===== config.mk =====
export PLATFORM = sky130hd
export DESIGN_NAME = fma_wb_queue_flat
export DESIGN_NICKNAME = d
export VERILOG_FILES = /design/src/rtl/fma_wb_queue_pkg.sv /design/src/rtl/fma_wb_queue_if.sv /design/src/rtl/fma_wb_select.sv /design/src/rtl/fma_wb_queue.sv /design/src/flat_wrapper.sv
export SDC_FILE = /design/constraint.sdc
export NUM_CORES = 2
export LEC_CHECK = 0
export ABC_CLOCK_PERIOD_IN_PS = 17180
export CAP_MARGIN = 10
export CORE_MARGIN = 2
export CORE_UTILIZATION = 52
export DETAILED_ROUTE_END_ITERATION = 16
export DONT_BUFFER_PORTS = 1
export PLACE_DENSITY = 0.67
export SLEW_MARGIN = 5
export SYNTH_ARGS = -nofsm -noshare
export SYNTH_HDL_FRONTEND = slang
export SYNTH_HIERARCHICAL = 1
export SYNTH_SLANG_ARGS = --single-unit

===== constraint.sdc =====
create_clock -name clk -period 17.18 [get_ports clk]
set_clock_uncertainty 0.05 [all_clocks]
set_input_delay 3.436 -clock clk [delete_from_list [all_inputs] [get_ports clk]]
set_output_delay 3.436 -clock clk [all_outputs]
set_load 0.005 [all_outputs]

===== src/rtl/fma_wb_queue_pkg.sv =====
// Shared FP backend types: ROB index, FMA writeback entry and the ROB age compare
// used by every flush path.
package fma_wb_queue_pkg;

    localparam int PREG_WIDTH = 7;
    localparam int XLEN       = 32;
    localparam int FFLAGS_W   = 5;
    localparam int ROB_IDX_W  = 4;

    typedef struct packed {
        logic                 dir;
        logic [ROB_IDX_W-1:0] idx;
    } rob_idx_t;

    typedef struct packed {
        logic [PREG_WIDTH-1:0] rd;
        rob_idx_t              robIdx;
        logic [XLEN-1:0]       res;
        logic [FFLAGS_W-1:0]   exccode;
    } fma_wb_entry_t;

    // True when a is older than b; dir flips each time the ROB pointer wraps.
    function automatic logic older(input rob_idx_t a, input rob_idx_t b);
        return (a.dir == b.dir) ? (a.idx < b.idx) : (a.idx > b.idx);
    endfunction

endpackage


===== src/rtl/fma_wb_queue_if.sv =====
// FMA result bus in, FP writeback ports out. master = producer/consumer side,
// slave = the writeback queue.
interface fma_wb_queue_if #(
    parameter int FMA_SIZE = 2,
    parameter int WB_PORTS = 1
);
    import fma_wb_queue_pkg::*;

    localparam int N_IN = 2 * FMA_SIZE;

    logic [N_IN-1:0]                 in_en;
    logic [N_IN-1:0][PREG_WIDTH-1:0] in_rd;
    rob_idx_t [N_IN-1:0]             in_robIdx;
    logic [N_IN-1:0][XLEN-1:0]       in_res;
    logic [N_IN-1:0][FFLAGS_W-1:0]   in_exccode;

    logic [WB_PORTS-1:0]                 wb_valid;
    logic [WB_PORTS-1:0]                 wb_ready;
    logic [WB_PORTS-1:0][PREG_WIDTH-1:0] wb_rd;
    rob_idx_t [WB_PORTS-1:0]             wb_robIdx;
    logic [WB_PORTS-1:0][XLEN-1:0]       wb_res;
    logic [WB_PORTS-1:0][FFLAGS_W-1:0]   wb_exccode;

    modport master (
        output in_en, in_rd, in_robIdx, in_res, in_exccode, wb_ready,
        input  wb_valid, wb_rd, wb_robIdx, wb_res, wb_exccode
    );

    modport slave (
        input  in_en, in_rd, in_robIdx, in_res, in_exccode, wb_ready,
        output wb_valid, wb_rd, wb_robIdx, wb_res, wb_exccode
    );

endinterface


===== src/rtl/fma_wb_select.sv =====
// Head scan of the writeback queue: which ports present a result, how many live
// entries were accepted and how many dead entries were skipped this cycle.
module fma_wb_select #(
    parameter int WB_PORTS = 1,
    parameter int CNT_W    = 5
) (
    input  logic [CNT_W-1:0]    count,
    input  logic [WB_PORTS-1:0] slot_live,
    input  logic [WB_PORTS-1:0] wb_ready,
    output logic [WB_PORTS-1:0] wb_valid,
    output logic [CNT_W-1:0]    acc_cnt,
    output logic [CNT_W-1:0]    skip_cnt
);

    logic blocked;

    // A refused port hides all later ports, so nothing is offered that cannot pop.
    always_comb begin
        // NOTE: every output gets a default before the loop so no path infers a latch.
        wb_valid = '0;
        acc_cnt  = '0;
        skip_cnt = '0;
        blocked  = 1'b0;
        for (int p = 0; p < WB_PORTS; p++) begin
            if (!blocked && (CNT_W'(p) < count)) begin
                if (slot_live[p]) begin
                    wb_valid[p] = 1'b1;
                    if (wb_ready[p]) acc_cnt = acc_cnt + 1'b1;
                    else             blocked = 1'b1;
                end else begin
                    skip_cnt = skip_cnt + 1'b1;
                end
            end else begin
                blocked = 1'b1;
            end
        end
    end

endmodule


===== src/rtl/fma_wb_queue.sv =====
// Circular writeback queue between the FMA lanes and the shared FP writeback ports,
// with redirect kill, issue back-pressure and a sticky overflow flag.
module fma_wb_queue
    import fma_wb_queue_pkg::*;
#(
    parameter int FMA_SIZE     = 2,
    parameter int WB_PORTS     = 1,
    parameter int DEPTH        = 16,
    parameter int STALL_THRESH = 12
) (
    input  logic                 clk,
    input  logic                 rst,
    fma_wb_queue_if.slave        bus,
    input  logic                 redirect_en,
    input  rob_idx_t             redirect_robIdx,
    output logic                 issue_stall,
    output logic                 overflow
);

    localparam int N_IN = 2 * FMA_SIZE;
    localparam int AW   = $clog2(DEPTH);
    localparam int PW   = AW + 1;

    logic [PW-1:0]             head, tail, count, free;
    logic [DEPTH-1:0]          vld, vld_nxt, kill_q;
    fma_wb_entry_t             mem [DEPTH];
    logic [WB_PORTS-1:0]       slot_live;
    logic [PW-1:0]             acc_cnt, skip_cnt, pop_cnt, n_wr;
    logic [N_IN-1:0]           wr_en;
    logic [N_IN-1:0][AW-1:0]   wr_idx;
    logic                      drop;

    assign count   = tail - head;
    assign free    = PW'(DEPTH) - count;
    assign pop_cnt = acc_cnt + skip_cnt;

    always_comb begin
        for (int i = 0; i < DEPTH; i++)
            kill_q[i] = redirect_en && older(redirect_robIdx, mem[i].robIdx);
    end

    for (genvar p = 0; p < WB_PORTS; p++) begin : g_port
        logic [AW-1:0] slot;
        assign slot                 = head[AW-1:0] + AW'(p);
        assign slot_live[p]         = !rst && vld[slot] && !kill_q[slot];
        assign bus.wb_rd[p]         = mem[slot].rd;
        assign bus.wb_robIdx[p]     = mem[slot].robIdx;
        assign bus.wb_res[p]        = mem[slot].res;
        assign bus.wb_exccode[p]    = mem[slot].exccode;
    end

    fma_wb_select #(
        .WB_PORTS (WB_PORTS),
        .CNT_W    (PW)
    ) u_select (
        .count     (count),
        .slot_live (slot_live),
        .wb_ready  (bus.wb_ready),
        .wb_valid  (bus.wb_valid),
        .acc_cnt   (acc_cnt),
        .skip_cnt  (skip_cnt)
    );

    // Capacity is judged on pre-pop state: a slot freed this cycle is reused next cycle.
    always_comb begin
        wr_en  = '0;
        wr_idx = '0;
        n_wr   = '0;
        drop   = 1'b0;
        for (int i = 0; i < N_IN; i++) begin
            if (bus.in_en[i] && !(redirect_en && older(redirect_robIdx, bus.in_robIdx[i]))) begin
                if (n_wr < free) begin
                    wr_en[i]  = 1'b1;
                    wr_idx[i] = tail[AW-1:0] + n_wr[AW-1:0];
                    n_wr      = n_wr + 1'b1;
                end else begin
                    drop = 1'b1;
                end
            end
        end
    end

    always_comb begin
        vld_nxt = vld & ~kill_q;
        for (int p = 0; p < WB_PORTS; p++)
            if (PW'(p) < pop_cnt) vld_nxt[head[AW-1:0] + AW'(p)] = 1'b0;
        for (int i = 0; i < N_IN; i++)
            if (wr_en[i]) vld_nxt[wr_idx[i]] = 1'b1;
    end

    // NOTE: state uses non-blocking assignments so every register samples pre-edge values.
    always_ff @(posedge clk) begin
        if (rst) begin
            head        <= '0;
            tail        <= '0;
            vld         <= '0;
            issue_stall <= 1'b0;
            overflow    <= 1'b0;
        end else begin
            head        <= head + pop_cnt;
            tail        <= tail + n_wr;
            vld         <= vld_nxt;
            issue_stall <= (free < PW'(STALL_THRESH));
            if (drop) overflow <= 1'b1;
        end
    end

    // NOTE: the payload array is deliberately not reset; the valid bits alone give a slot meaning.
    always_ff @(posedge clk) begin
        for (int i = 0; i < N_IN; i++)
            if (wr_en[i])
                mem[wr_idx[i]] <= fma_wb_entry_t'{bus.in_rd[i], bus.in_robIdx[i],
                                                  bus.in_res[i], bus.in_exccode[i]};
    end

endmodule


===== src/flat_wrapper.sv =====
// flat-port wrapper written by rule: the top's interface ports become plain ports
module fma_wb_queue_flat import fma_wb_queue_pkg::*;
#(
    parameter int FMA_SIZE     = 2,
    parameter int WB_PORTS     = 1,
    parameter int DEPTH        = 16,
    parameter int STALL_THRESH = 12
)
  (clk, rst, redirect_en, redirect_robIdx, issue_stall, overflow, bus_in_en, bus_in_rd, bus_in_robIdx, bus_in_res, bus_in_exccode, bus_wb_ready, bus_wb_valid, bus_wb_rd, bus_wb_robIdx, bus_wb_res, bus_wb_exccode);
  fma_wb_queue_if #(.FMA_SIZE(FMA_SIZE), .WB_PORTS(WB_PORTS)) bus_i ();
  input  logic clk;
  input  logic rst;
  input  logic redirect_en;
  input  rob_idx_t redirect_robIdx;
  output logic issue_stall;
  output logic overflow;
  input wire logic [$bits(bus_i.in_en)-1:0] bus_in_en;
  input wire logic [$bits(bus_i.in_rd)-1:0] bus_in_rd;
  input wire logic [$bits(bus_i.in_robIdx)-1:0] bus_in_robIdx;
  input wire logic [$bits(bus_i.in_res)-1:0] bus_in_res;
  input wire logic [$bits(bus_i.in_exccode)-1:0] bus_in_exccode;
  input wire logic [$bits(bus_i.wb_ready)-1:0] bus_wb_ready;
  output wire logic [$bits(bus_i.wb_valid)-1:0] bus_wb_valid;
  output wire logic [$bits(bus_i.wb_rd)-1:0] bus_wb_rd;
  output wire logic [$bits(bus_i.wb_robIdx)-1:0] bus_wb_robIdx;
  output wire logic [$bits(bus_i.wb_res)-1:0] bus_wb_res;
  output wire logic [$bits(bus_i.wb_exccode)-1:0] bus_wb_exccode;
  assign bus_i.in_en = bus_in_en;
  assign bus_i.in_rd = bus_in_rd;
  assign bus_i.in_robIdx = bus_in_robIdx;
  assign bus_i.in_res = bus_in_res;
  assign bus_i.in_exccode = bus_in_exccode;
  assign bus_i.wb_ready = bus_wb_ready;
  assign bus_wb_valid = bus_i.wb_valid;
  assign bus_wb_rd = bus_i.wb_rd;
  assign bus_wb_robIdx = bus_i.wb_robIdx;
  assign bus_wb_res = bus_i.wb_res;
  assign bus_wb_exccode = bus_i.wb_exccode;
  fma_wb_queue #(.FMA_SIZE(FMA_SIZE), .WB_PORTS(WB_PORTS), .DEPTH(DEPTH), .STALL_THRESH(STALL_THRESH)) u_core (.clk(clk), .rst(rst), .bus(bus_i), .redirect_en(redirect_en), .redirect_robIdx(redirect_robIdx), .issue_stall(issue_stall), .overflow(overflow));
endmodule

==> impl_metrics.ini <==
[outcome]
status = finished clean

[route]
drt-met1-wl_um = 83000
post_drt_wl_per_cell_um = 32.7
drc = 0
wl_met3_um = 28700
wirelength_um = 219000
vias = 46777
final_antenna_net_count = 0
route.met2.wl_um = 96800
drtIter0Drc = 6776
dr.max_layer_used = met4
dr.pass1.iters = 6
vias_per_cell = 7.00

[setup_path]
path_class = primary input to flip-flop
critPathMaxFanout = 51
slowest_delay_ns = 1.18
cp_common_cell = ha_1
critical_path_arrival_ns = 10.41
crit_path_top_delay_cell = nand2_4
worstPathRequired_ns = 17.42
path_cells = inv_1 > buf_4 > ha_1 > and4b_1 > a211oi_1 > mux2i_1 > nand2b_1 > nor4_1 > ha_1 > nor2_1 > nand3_1 > nor2_1 > a221oi_4 > a211o_1 > mux2_2 > ha_1 > a21oi_1 > a21oi_1 > o32ai_4 > buf_4 > nand2_4 > nand2_4
critPathLaunchType = primary input
crit_path_end_kind = flip-flop

[place]
port_buffers = 0
dp_hpwl_um = 124000
placed_area_um2 = 61200
dpl_worst_slack_ns = 6.48
routabilityCongestion = 0.918

[power]
cellLeakagePower_nw = 22.7
cellPowerDensity_nw_per_um2 = 153
p_total_mw = 9.81
ir_drop_mv = 0.223

[sta]
setup_ws_ns = 7.01
worst_pin_slew_ns = 1.30
period_minus_slack_ns = 10.17
setup-tns-final_ns = 0
setup_viol = 0
max_slew_margin_pct = 13.5
slew_violations = 0
hold_viol = 0
min_period_over_period_pct = 59.2
fmax_ghz = 0.0983
rsz0062_at_grt = no

[clock_network]
clk_path_buf_depth = 3
cts_num_sinks = 812
clkSlewWorstSetupHoldPaths_ns = 0.06
cts_tree = done
cts_made_buffers = 95
insertion_delay_ns = 0.69
ctsRootBufferMaster = clkbuf_16
post_cts_resized = 0
cts_htree_levels = 3
postCtsSetupRepairBufs = 0
cts_hold_buf = 0

[worst_hold_path]
hold_path_class = flip-flop to flip-flop

[global_route]
grtUsageTotal_pct = 35.5
grt_pass1_wl_um = 316000
grt_max_degree = 108
grt_antenna_before_repair = 3
grt_overflow = 0
grt_pass1_vias = 45128

[final_layout]
antenna_cells_inserted = 0
drive_above_1_share_pct = 23.1
fillers = 9725
regArea_um2 = 24100
multi_input_area_um2 = 34200
fin_nets = 5410
areaGrowthSynthToFinish_pct = 5.22
final_area_um2 = 64100

[die]
die_h_um = 346
num_rows = 125
core_area_um2 = 116000
io_pins = 261
dieWidth_um = 346
initial_utilization_pct = 52.4
die_area_um2 = 120000

[logic_synthesis]
syn_inst = 5578
syn_area_per_cell_um2 = 10.9
ys_seq_area_share_pct = 39.6
synth_seq_cells = 812
synth-edff-count = 784
synth.distinct_cells = 63
async_flop_share_pct = 0
yosysWarnings = 6
synth_flop_cell = edfxtp_1
syn_area_um2 = 60900

[flow_run]
cap_violations = 0
-- layout by cell type (no fill, tap or decap), types with 7 or more instances in the layout --
| cell | instances |
|---|---|
| conb_1 | 8 |
| nand3b_1 | 11 |
| a31oi_1 | 19 |
| nand3_4 | 16 |
| clkbuf_1 | 24 |
| nor2b_1 | 7 |
| ha_1 | 109 |
| dfxtp_1 | 25 |
| nand3_1 | 51 |
| nand2_4 | 24 |
| mux2_2 | 668 |
| a21oi_1 | 826 |
| xnor2_1 | 19 |
| nand2_1 | 43 |
| o21ai_0 | 39 |
| clkbuf_16 | 95 |
| nor2_1 | 824 |
| nand4_1 | 22 |
| clkinv_1 | 21 |
| mux4_2 | 250 |
| buf_4 | 75 |
| nor3_1 | 17 |
| o211ai_1 | 16 |
| clkinv_2 | 18 |
| mux2i_1 | 786 |
| mux2_1 | 117 |
| a21o_1 | 24 |
| edfxtp_1 | 784 |
| inv_1 | 92 |
| xor2_1 | 31 |
-- final cells by class --
| class | instances | area share (%) |
|---|---|---|
| repair buffers | 77 | 0.953 |
| multi-input cells | 4006 | 53.4 |
| flip-flops and latches | 812 | 37.6 |
| clock inverters | 50 | 0.635 |
| clock buffers | 119 | 3.85 |
| well taps | 1524 | 2.98 |
| inverters | 94 | 0.559 |
-- registers in the layout, summed over array words and instances, names as in the netlist --
name / count
u_core/issue_stall: 1
u_core/tail: 5
u_core/overflow: 1
u_core/head: 5
u_core/mem: 784
u_core/vld: 16
-- routing by layer --
metal	up-vias	global-route usage [%]
met5	-	0
met4	0	16.0
met3	624	9.79
met2	3400	54.2
met1	23023	47.2
li1	19730	-
-- power breakdown --
group / total (mW) / internal, mW / switching, mW / leakage [nW]
Clock: 1.96 / 1.10 / 0.862 / 1.41
Sequential: 3.23 / 3.03 / 0.199 / 7.38
Combinational: 4.62 / 1.84 / 2.78 / 13.9
Total: 9.81 / 5.97 / 3.84 / 22.7
-- Yosys cell counts, drive strengths merged (2+ instances only) --
cell type / number / area share [%]
a2111oi: 3 / 0.064
a211o: 2 / 0.029
a211oi: 2 / 0.025
a21o: 24 / 0.30
a21oi: 826 / 6.8
a221oi: 2 / 0.058
a311oi: 3 / 0.043
a31oi: 19 / 0.20
and2: 2 / 0.021
and4: 2 / 0.029
buf: 224 / 1.6
clkbuf: 449 / 2.8
dfxtp: 28 / 0.92
edfxtp: 784 / 39
fa: 6 / 0.20
ha: 109 / 2.2
inv: 94 / 0.58
mux2: 785 / 15
mux2i: 786 / 13
mux4: 250 / 9.2
nand2: 67 / 0.41
nand2b: 4 / 0.041
nand3: 67 / 0.62
nand3b: 11 / 0.14
nand4: 25 / 0.32
nand4b: 2 / 0.029
nor2: 828 / 5.1
nor2b: 10 / 0.10
nor3: 21 / 0.17
nor4: 5 / 0.062
o211a: 3 / 0.049
o211ai: 16 / 0.20
o21a: 3 / 0.037
o21ai: 40 / 0.33
o221a: 4 / 0.074
o22ai: 2 / 0.021
o311a: 2 / 0.033
o311ai: 5 / 0.072
o31ai: 2 / 0.025
xnor2: 21 / 0.33
xor2: 31 / 0.45
-- worst max-delay path: cells and delay by family --
| family | cells | cell delay (ns) |
|---|---|---|
| adder cells (fa/ha/maj) | 3 | 0.69 |
| AO/OA/AOI/OAI | 6 | 1.46 |
| buffers and inverters | 3 | 0.78 |
| multiplexers | 2 | 0.62 |
| AND/OR/NAND/NOR | 8 | 3.30 |
-- cells by family after synthesis --
family                     count (synthesis)  share of synthesized area [%]
buffers and inverters                    767                           4.99
AOI/OAI and AO/OA                        962                           8.42
muxes                                   1821                           36.7
adders and majority gates                115                           2.44
DFF                                      812                           39.6
other                                      1                        0.00616
xor gates and xnor gates                  52                          0.773
and+or+nand+nor                         1048                           7.11
-- worst paths after layout --
path	from	endpoint	slack, ns	depth (start not counted)
max	redirect_robIdx[0]	u_core/mem[13][22]	7.01	22
min	u_core/vld[8]	u_core/vld[8]	0.46	2
max reg2reg	u_core/tail[1]	u_core/mem[13][22]	8.75	20
min reg2reg	u_core/vld[8]	u_core/vld[8]	0.46	2
-- through the flow --
| step | cells | hold WS (ns) | util (%) |
|---|---|---|---|
| global route | 6682 | 0.492 | 55.1 |
| finish | 6682 | 0.462 | 55.1 |
| CTS | 6681 | 0.464 | 55.1 |
| detailed placement | 6512 | 0.456 | 52.6 |
| floorplan | 5585 | 0.435 | - |
| global placement | 6512 | 0.444 | 52.6 |
(Power assumes the default switching activity.)
